<file path="src/rtl/sccb_pkg.sv">
// -----------------------------------------------------------------------------
// sccb_pkg
// Shared definitions for the SCCB/I2C write arbiter: transfer word width,
// OV7670 write slave address and the arbiter FSM state encoding.
// -----------------------------------------------------------------------------
package sccb_pkg;

    // One SCCB write is {slave_addr[7:0], sub_addr[7:0], data[7:0]}
    localparam int          SCCB_W       = 24;
    localparam logic [7:0]  OV7670_WADDR = 8'h42;

    typedef enum logic [2:0] {
        ST_IDLE     = 3'd0,
        ST_GO       = 3'd1,
        ST_WAIT_END = 3'd2,
        ST_WAIT_CLR = 3'd3,
        ST_RESP     = 3'd4
    } state_t;

endpackage

</file>
<file path="src/rtl/rr_arbiter.sv">
// -----------------------------------------------------------------------------
// rr_arbiter
// Combinational round-robin pick: the first set request strictly after the
// pointer (wrapping) wins, so the requester at the pointer has lowest priority.
// Ports:
//   i_req   [N_REQ-1:0]  request vector
//   i_ptr   [2:0]        index of the requester served last
//   o_grant [N_REQ-1:0]  one-hot grant (all zero when no request)
//   o_idx   [2:0]        index of the granted requester
//   o_any                at least one request present
// -----------------------------------------------------------------------------
module rr_arbiter #(
    parameter int N_REQ = 2
) (
    input  logic [N_REQ-1:0] i_req,
    input  logic [2:0]       i_ptr,
    output logic [N_REQ-1:0] o_grant,
    output logic [2:0]       o_idx,
    output logic             o_any
);

    logic [7:0] w_req8;

    always_comb begin
        logic [3:0] w_cand;
        w_req8             = '0;
        w_req8[N_REQ-1:0]  = i_req;
        o_idx              = '0;
        o_any              = 1'b0;
        w_cand             = '0;
        // Walk ptr+1 .. ptr+N_REQ modulo N_REQ; first hit wins
        for (int i = 1; i <= N_REQ; i++) begin
            w_cand = {1'b0, i_ptr} + 4'(i);
            if (w_cand >= 4'(N_REQ))
                w_cand = w_cand - 4'(N_REQ);
            if (!o_any && w_req8[w_cand[2:0]]) begin
                o_any = 1'b1;
                o_idx = w_cand[2:0];
            end
        end
    end

    always_comb begin
        o_grant = '0;
        for (int j = 0; j < N_REQ; j++)
            o_grant[j] = o_any && (o_idx == 3'(j));
    end

endmodule

</file>
<file path="src/rtl/sccb_write_arbiter.sv">
// -----------------------------------------------------------------------------
// sccb_write_arbiter
// Shares one SCCB/I2C controller between N_REQ register-write requesters.
// Round-robin grant, GO/END/ACK handshake with the controller, NACK retry
// (MAX_RETRY extra attempts) and a GO-to-END timeout.
// Ports:
//   iCLK, iRST_N           clock, async active-low reset
//   req      [N_REQ]       level requests, held until own done/err pulse
//   req_data [24*N_REQ]    per-requester {slave,sub,data}, slice k = [24k+:24]
//   done/err [N_REQ]       one-cycle completion pulses per requester
//   i2c_data [24], i2c_go  word and GO level to the controller
//   i2c_end, i2c_ack       controller END (asynchronous) and ACK (0 = ACKed)
//   busy                   transfer in progress (GRANT through RESP)
//   grant_id [3]           current/last granted requester
// -----------------------------------------------------------------------------
module sccb_write_arbiter
    import sccb_pkg::*;
#(
    parameter int N_REQ       = 2,
    parameter int MAX_RETRY   = 3,
    parameter int TIMEOUT_CYC = 2_000_000
) (
    input  logic                    iCLK,
    input  logic                    iRST_N,
    input  logic [N_REQ-1:0]        req,
    input  logic [SCCB_W*N_REQ-1:0] req_data,
    output logic [N_REQ-1:0]        done,
    output logic [N_REQ-1:0]        err,
    output logic [SCCB_W-1:0]       i2c_data,
    output logic                    i2c_go,
    input  logic                    i2c_end,
    input  logic                    i2c_ack,
    output logic                    busy,
    output logic [2:0]              grant_id
);

    localparam int              RC_W      = $clog2(MAX_RETRY + 1) + 1;
    localparam logic [RC_W-1:0] RETRY_MAX = RC_W'(MAX_RETRY);
    localparam logic [31:0]     TMO_LAST  = 32'(TIMEOUT_CYC - 1);

    state_t            r_state, w_next;
    logic              r_end_meta, r_end_s;
    logic [N_REQ-1:0]  w_gnt, w_k_oh;
    logic [2:0]        w_idx;
    logic              w_any;
    logic [SCCB_W-1:0] w_sel, r_data;
    logic [2:0]        r_k, r_ptr;
    logic [RC_W-1:0]   r_retry;
    logic [31:0]       r_tmo;
    logic              r_timeout, r_ack, r_go;
    logic [N_REQ-1:0]  r_done, r_err;
    logic              w_ok, w_fail, w_retry;

    rr_arbiter #(.N_REQ(N_REQ)) u_arb (
        .i_req   (req),
        .i_ptr   (r_ptr),
        .o_grant (w_gnt),
        .o_idx   (w_idx),
        .o_any   (w_any)
    );

    always_comb begin
        w_sel = '0;
        for (int i = 0; i < N_REQ; i++)
            if (w_gnt[i]) w_sel = req_data[i*SCCB_W +: SCCB_W];
    end

    always_comb begin
        w_k_oh = '0;
        for (int i = 0; i < N_REQ; i++)
            w_k_oh[i] = (r_k == 3'(i));
    end

    // END comes from another timing domain; ACK is only looked at once the
    // synchronised END is high, by which time it has long been stable.
    always_ff @(posedge iCLK or negedge iRST_N) begin
        if (!iRST_N) begin
            r_end_meta <= 1'b0;
            r_end_s    <= 1'b0;
        end else begin
            r_end_meta <= i2c_end;
            r_end_s    <= r_end_meta;
        end
    end

    always_ff @(posedge iCLK or negedge iRST_N) begin
        if (!iRST_N) r_state <= ST_IDLE;
        else         r_state <= w_next;
    end

    always_comb begin
        w_next  = r_state;
        w_ok    = 1'b0;
        w_fail  = 1'b0;
        w_retry = 1'b0;
        case (r_state)
            ST_IDLE:     if (w_any) w_next = ST_GO;
            ST_GO:       w_next = ST_WAIT_END;
            // END wins over a same-cycle timeout
            ST_WAIT_END: if (r_end_s || r_tmo == TMO_LAST) w_next = ST_WAIT_CLR;
            ST_WAIT_CLR: begin
                if (!r_end_s) begin
                    if (r_timeout) begin
                        w_fail = 1'b1;
                        w_next = ST_RESP;
                    end else if (!r_ack) begin
                        w_ok   = 1'b1;
                        w_next = ST_RESP;
                    end else if (r_retry < RETRY_MAX) begin
                        w_retry = 1'b1;
                        w_next  = ST_GO;
                    end else begin
                        w_fail = 1'b1;
                        w_next = ST_RESP;
                    end
                end
            end
            ST_RESP:     w_next = ST_IDLE;
            default:     w_next = ST_IDLE;
        endcase
    end

    always_ff @(posedge iCLK or negedge iRST_N) begin
        if (!iRST_N) begin
            r_data    <= '0;
            r_k       <= '0;
            r_ptr     <= 3'(N_REQ - 1);
            r_retry   <= '0;
            r_tmo     <= '0;
            r_timeout <= 1'b0;
            r_ack     <= 1'b0;
            r_go      <= 1'b0;
            r_done    <= '0;
            r_err     <= '0;
        end else begin
            // GO is high exactly while waiting for END
            r_go   <= (w_next == ST_WAIT_END);
            r_done <= w_ok   ? w_k_oh : '0;
            r_err  <= w_fail ? w_k_oh : '0;
            case (r_state)
                ST_IDLE: begin
                    if (w_any) begin
                        r_k     <= w_idx;
                        r_data  <= w_sel;
                        r_retry <= '0;
                    end
                end
                ST_GO: begin
                    r_tmo     <= '0;
                    r_timeout <= 1'b0;
                end
                ST_WAIT_END: begin
                    if (r_tmo != '1) r_tmo <= r_tmo + 32'd1;
                    if (r_end_s)                r_ack     <= i2c_ack;
                    else if (r_tmo == TMO_LAST) r_timeout <= 1'b1;
                end
                ST_WAIT_CLR: if (w_retry) r_retry <= r_retry + 1'b1;
                ST_RESP:     r_ptr <= r_k;
                default: ;
            endcase
        end
    end

    assign done     = r_done;
    assign err      = r_err;
    assign i2c_data = r_data;
    assign i2c_go   = r_go;
    assign busy     = (r_state != ST_IDLE);
    assign grant_id = r_k;

endmodule

</file>
<file path="config.mk">
export PLATFORM = sky130hd
export DESIGN_NAME = sccb_write_arbiter
export DESIGN_NICKNAME = d
export VERILOG_FILES = /design/src/rtl/sccb_pkg.sv /design/src/rtl/rr_arbiter.sv /design/src/rtl/sccb_write_arbiter.sv
export SDC_FILE = /design/constraint.sdc
export NUM_CORES = 1
export LEC_CHECK = 0
export CELL_PAD_IN_SITES_DETAIL_PLACEMENT = 1
export CELL_PAD_IN_SITES_GLOBAL_PLACEMENT = 1
export CORE_AREA = 2 2 75 149
export CTS_CLUSTER_DIAMETER = 150
export DETAILED_ROUTE_END_ITERATION = 8
export DIE_AREA = 0 0 77 151
export HOLD_SLACK_MARGIN = 0.05
export PLACE_DENSITY = 0.79
export SLEW_MARGIN = 30
export SYNTH_ARGS = -nofsm -noshare
export SYNTH_HDL_FRONTEND = slang
export SYNTH_HIERARCHICAL = 1
export SYNTH_SLANG_ARGS = --single-unit
</file>
<file path="constraint.sdc">
create_clock -name iCLK -period 3.67 [get_ports iCLK]
set_clock_uncertainty 0.2 [all_clocks]
set_input_delay 0.734 -clock iCLK [delete_from_list [all_inputs] [get_ports iCLK]]
set_output_delay 0.734 -clock iCLK [all_outputs]
set_load 0.01 [all_outputs]
</file>
[Word-level counts from Yosys, hierarchy flattened]
Index checks and enable logic that the tools add are counted.
Storage, ports and cells
  register bits after elaboration: 77
  input port bits: 54
  output and inout bits: 33
  logic and storage cells: 97
Cells by class
  $add $sub $neg: 6
  magnitude comparators: 5
  equality and inequality tests: 14
  multiplexer cells: 43
  reductions and logical operators: 16
Operators by type and width (count)
  one-hot mux 32 bit (2 select lines): 1
  2-to-1 mux 24 bit: 2
  2-to-1 mux 3 bit: 12
  adder 32 x 1 -> 32 bit, second input constant: 1
  == test 32 x 21 -> 1 bit, second input constant: 1
  2-to-1 mux 32 bit: 1
  != test 32 bit, second input constant: 1
  2-to-1 mux 1 bit: 20
  one-hot mux 3 bit (4 select lines): 1
  == test 3 x 1 -> 1 bit, second input constant: 3
  == test 3 x 2 -> 1 bit, second input constant: 3
  logical NOT 3 bit: 3
  >= comparator 4 x 2 -> 1 bit, second input constant: 2
  < comparator 3 x 4 -> 1 bit, second input constant: 2
  != test 2 bit, second input constant: 4
  binary-select mux 1 bit (select 3 bit): 2
  one-hot mux 3 bit (2 select lines): 1
  AND reduction 2 bit: 3
  AND reduction 3 bit: 2
  subtractor 3 x 2 -> 3 bit, second input constant: 2
  adder 3 x 1 -> 4 bit, second input constant: 1
  adder 3 x 2 -> 4 bit, second input constant: 1
  2-to-1 mux 2 bit: 2
  nonzero test 2 bit: 2
  9 further kinds: 11

[Longest topological paths before layout]
  depth after elaboration: 13
  mapped depth: 12
  mapped depth without buffers: 10

[Cells and area by module]
Netlist, hierarchy kept.
By module, submodules not included
  sccb_write_arbiter: instances 1, cells each 391, area each 3787.4 um^2, seq. area each 1928.1 um^2
  rr_arbiter: instances 1, cells each 27, area each 244.0 um^2, seq. area each 0.0 um^2

[Worst setup path after synthesis]
OpenSTA, ideal clock, no wires.
  path kind: register to register
  from: register r_ptr[0]
  to: register r_data[13] (netlist: i2c_data[13])
  library setup time: 0.137 ns
  data arrival time: 2.505 ns
  data required time: 3.333 ns
  path slack: 0.828 ns
  cell stages (with the launch flop): 13
  buffers on the path: 3
  period minus slack after synthesis: 2.842 ns
  cells stage by stage: dfstp_2 > buf_6 > inv_1 > ha_1 > nor3b_1 > xnor2_1 > nand2_1 > nand2_1 > inv_1 > nor2_1 > clkbuf_1 > clkbuf_1 > a21oi_1
On the way
  elaborated cells between the ends (all ways): 25
  those cells by class: 4 x add/sub; 2 x order compare; 1 x eq/ne; 12 x mux; 6 x reduce/logical
RTL lines
  start: declaration: line sccb_write_arbiter.sv:47  | logic [2:0] r_k, r_ptr;
  start signal: assignment: line sccb_write_arbiter.sv:127  | r_ptr <= 3'(N_REQ - 1);
  start signal: assignment: line sccb_write_arbiter.sv:158  | ST_RESP: r_ptr <= r_k;
  adder 3 x 1 -> 4 bit: line rr_arbiter.sv:33  | w_cand = {1'b0, i_ptr} + 4'(i);
  >= comparator 4 x 2 -> 1 bit / subtractor 3 x 2 -> 3 bit (equally long branches): line rr_arbiter.sv:34, rr_arbiter.sv:35
  2-to-1 mux 3 bit: line rr_arbiter.sv:34  | if (w_cand >= 4'(N_REQ))
  binary-select mux 1 bit (select 3 bit): line rr_arbiter.sv:36  | if (!o_any && w_req8[w_cand[2:0]]) begin
  2-to-1 mux 1 bit (implied by the code): line rr_arbiter.sv:36
  2-to-1 mux 1 bit: line rr_arbiter.sv:36
  logical NOT 1 bit: line rr_arbiter.sv:36
  logical AND 1 bit: line rr_arbiter.sv:36
  2-to-1 mux 1 bit (*): line rr_arbiter.sv:36
  via w_any: line sccb_write_arbiter.sv:45  | logic w_any;
  logical AND 1 bit: line rr_arbiter.sv:46  | o_grant[j] = o_any && (o_idx == 3'(j));
  2-to-1 mux 24 bit (2 in series): line sccb_write_arbiter.sv:65  | if (w_gnt[i]) w_sel = req_data[i*SCCB_W +: SCCB_W];
  end signal: assignment: line sccb_write_arbiter.sv:144  | r_data <= w_sel;
  end: declaration: line sccb_write_arbiter.sv:46  | logic [SCCB_W-1:0] w_sel, r_data;
The timed path passes the listed nets; every way through them passes the cells marked *. The select of a mux whose other input is x is not followed.
A chain may end at the register's enable or synchronous reset.

[Final worst setup path]
  from: register r_ptr[0]
  to: register r_data[17] (netlist: i2c_data[17])
The elaborated chain is that of the path after synthesis.

==> flow_metrics.py <==
metrics = {
    "global_route": {
        "track_usage": 0.2234,
        "grt_pass1_wl_um": 20380,
        "grt_max_degree": 78,
        "antenna_found_initial": 0,
        "overflow": 0,
        "first_global_vias": 4012,
    },
    "power": {
        "ir_drop_v": 0.0003146,
        "p_total_w": 0.004051,
        "power.density_nw_per_um2": 757.4,
        "p_leak_nw": 2.094,
    },
    "clocking": {
        "cts_root_buf": "clkbuf_16",
        "cts_buffer_depth": 2,
        "cts.htree.levels": 3,
        "numCtsBuffers": 9,
        "cts_tree": "built",
        "cts.clk_slew.worst_paths_ns": 0.06,
        "post_cts_buffers": 0,
        "ctsHoldBuffers": 0,
        "clk_latency_ns": 0.34,
        "cts_resized": 0,
        "cts_sinks": 77,
    },
    "sta": {
        "worst_pin_slew_ns": 0.9024,
        "hold_viol": 0,
        "setup_tns_ns": 0,
        "slew_headroom": 0.3928,
        "min_period_ns": 3.080,
        "rsz0062_at_grt": "no",
        "hold-worst-slack_ns": 0.1494,
        "fin_crit_sh": 0.8392,
        "fmax_ghz": 0.3247,
        "setup_violations": 0,
        "drv_slew": 0,
    },
    "cells_and_area": {
        "design_area_um2": 5349,
        "fillers": 1223,
        "fin_util": 0.5105,
        "area_growth_pct": 32.68,
        "drive_above_1_share": 0.1052,
        "diodes": 0,
        "regArea_um2": 1928,
        "multi_input_area_um2": 1972,
        "final_nets": 561,
    },
    "yosys": {
        "syn_area_um2": 4031,
        "yosysTopAreaCellShare": 0.4718,
        "yosysWarnings": 6,
        "synth_ff_type": "dfrtp_1",
        "yosys.area.top_type": "dfrtp_1",
        "synth_edf_count": 0,
        "yosysMostFrequentCell": "dfrtp_1",
        "synth_common_cells": "dfrtp_1, a21oi_1, nor2_1, nand2_1, a22oi_1",
        "avgSynthCellArea_um2": 9.644,
        "synth_cell_types": 56,
        "synth-seq-cells": 77,
        "ys_async_sr_fraction": 1.000,
        "synth_cells": 418,
        "yosys-top-cells-area": "dfrtp_1, a21oi_1, a22oi_1",
        "synth_seq_area_share": 0.4783,
    },
    "min_path": {
        "hold_path_class": "reg2reg",
        "worstHoldStart": "r_end_meta",
    },
    "die": {
        "dieArea_um2": 11630,
        "die_h_um": 151,
        "std_cell_rows": 53,
        "initial_core_util": 0.3848,
        "num_io_pins": 87,
        "die_w_um": 77,
        "fp.coreArea_um2": 10480,
    },
    "setup_path": {
        "path_delay_family": "simple AND/OR/NAND/NOR gates",
        "endpoint_kind": "flop",
        "path_buf_inv": 3,
        "crit_fanout": 48,
        "worstPathCellList": "inv_1 > ha_1 > nor3b_1 > xnor2_1 > nand2_1 > nand2_1 > inv_1 > nor2_4 > buf_4 > nor2_1 > a21oi_1",
        "startpoint": "r_ptr[0]",
        "start_kind": "flop",
        "crit_slowest_cell": "dfstp_2",
        "worstPathRequired_ns": 3.73,
        "reg2reg_from": "r_ptr[0]",
        "arrival_ns": 3.14,
        "critical_path_class": "reg2reg",
        "critPathMaxStageDelay_ns": 0.66,
    },
    "drt": {
        "firstDrtPassIters": 4,
        "drcViolationCount": 0,
        "drtAntennaViolNets": 0,
        "num_vias": 3662,
        "via_per_inst": 5.713,
        "avgRoutedWirePerCell_um": 19.28,
        "drt_iter0_markers": 138,
        "routed_wl_um": 12360,
    },
    "placement": {
        "place.gp.congestion": 0.8306,
        "numPortBuffers": 86,
        "place.detailed.hpwl_um": 9260,
        "placed_area_um2": 5012,
    },
    "flow_run": {
        "cap_violations": 0,
    },
    "outcome": {
        "outcome": "completed",
    },
}
[registers in the layout (all words and copies together) (netlist names)]
register / cells
r_tmo: 32
i2c_data: 24
grant_id: 3
r_ptr: 3
r_retry: 3
r_state: 3
done: 2
err: 2
i2c_go: 1
r_ack: 1
r_end_meta: 1
r_end_s: 1
r_timeout: 1
[final timing paths]
check | depth (start not counted) | to | slack [ns]
worst max-delay path | 11 | i2c_data[17] | 0.59
worst min-delay path | 0 | r_end_s | 0.15
worst max register to register | 11 | i2c_data[17] | 0.59
worst min register to register | 0 | r_end_s | 0.15
max in group asynchronous | 1 | r_tmo[13] | 2.55
min in group asynchronous | 1 | i2c_data[8] | 0.21
[stage by stage]
| step | worst slack (ns) | std cells |
|---|---|---|
| CTS | 0.5589 | 641 |
| global placement | 0.7987 | 625 |
| global route | 0.3394 | 641 |
| finish | 0.5902 | 641 |
| detailed placement | 0.5830 | 625 |
| floorplan | 0.8280 | 419 |
[power by group]
part	internal, W	leakage (nW)	switching [W]
registers	0.00109	0.983	0.000222
logic	0.000802	0.951	0.000956
clock network	0.000620	0.160	0.000365
[cell type report]
class | count | area share
tap | 137 | 0.03205
inverter | 6 | 0.004211
multi-input combinational | 311 | 0.3687
clock inverter | 6 | 0.01754
timing repair buffer | 94 | 0.1724
sequential | 77 | 0.3605
clock buffer | 10 | 0.04468
[layout by cell type (no fill, tap or decap), types with 2 or more instances in the layout]
cell type	count
nand3_2	4
xnor2_1	3
ha_1	8
o21ai_0	17
or4_1	16
clkbuf_16	9
and2_1	2
dfrtp_1	76
inv_1	6
nand4_1	10
or3_1	11
a21oi_1	53
or3_2	2
bufinv_16	2
mux2_2	9
nor3_1	5
nor2_1	43
a31oi_1	2
and3b_1	2
or2_2	4
and3_1	4
conb_1	2
nor4b_1	3
clkdlybuf4s50_1	85
nor4_1	5
mux2i_1	4
inv_6	2
o211ai_1	3
nand2_1	29
nand3_1	8
o31ai_1	15
a22oi_1	23
buf_4	8
[kinds of logic (layout without fill, tap and decap cells)]
kind of cell / Yosys count / after routing / synth area share
and+or+nand+nor: 159 / 159 / 0.2179
xor gates and xnor gates: 4 / 4 / 0.008692
buffers and inverters: 31 / 116 / 0.03755
muxes: 15 / 15 / 0.04128
AOI/OAI and AO/OA: 123 / 123 / 0.1906
DFF: 77 / 77 / 0.4783
other: 1 / 2 / 0.0009302
adders and majority gates: 8 / 8 / 0.02483
[per-layer routing]
layer	track usage	wire length, um
met3	0.04350	521
met4	0.1107	445
met5	0	0
met1	0.2253	4419
met2	0.4307	6970
Power figures use the tool's default switching activity.
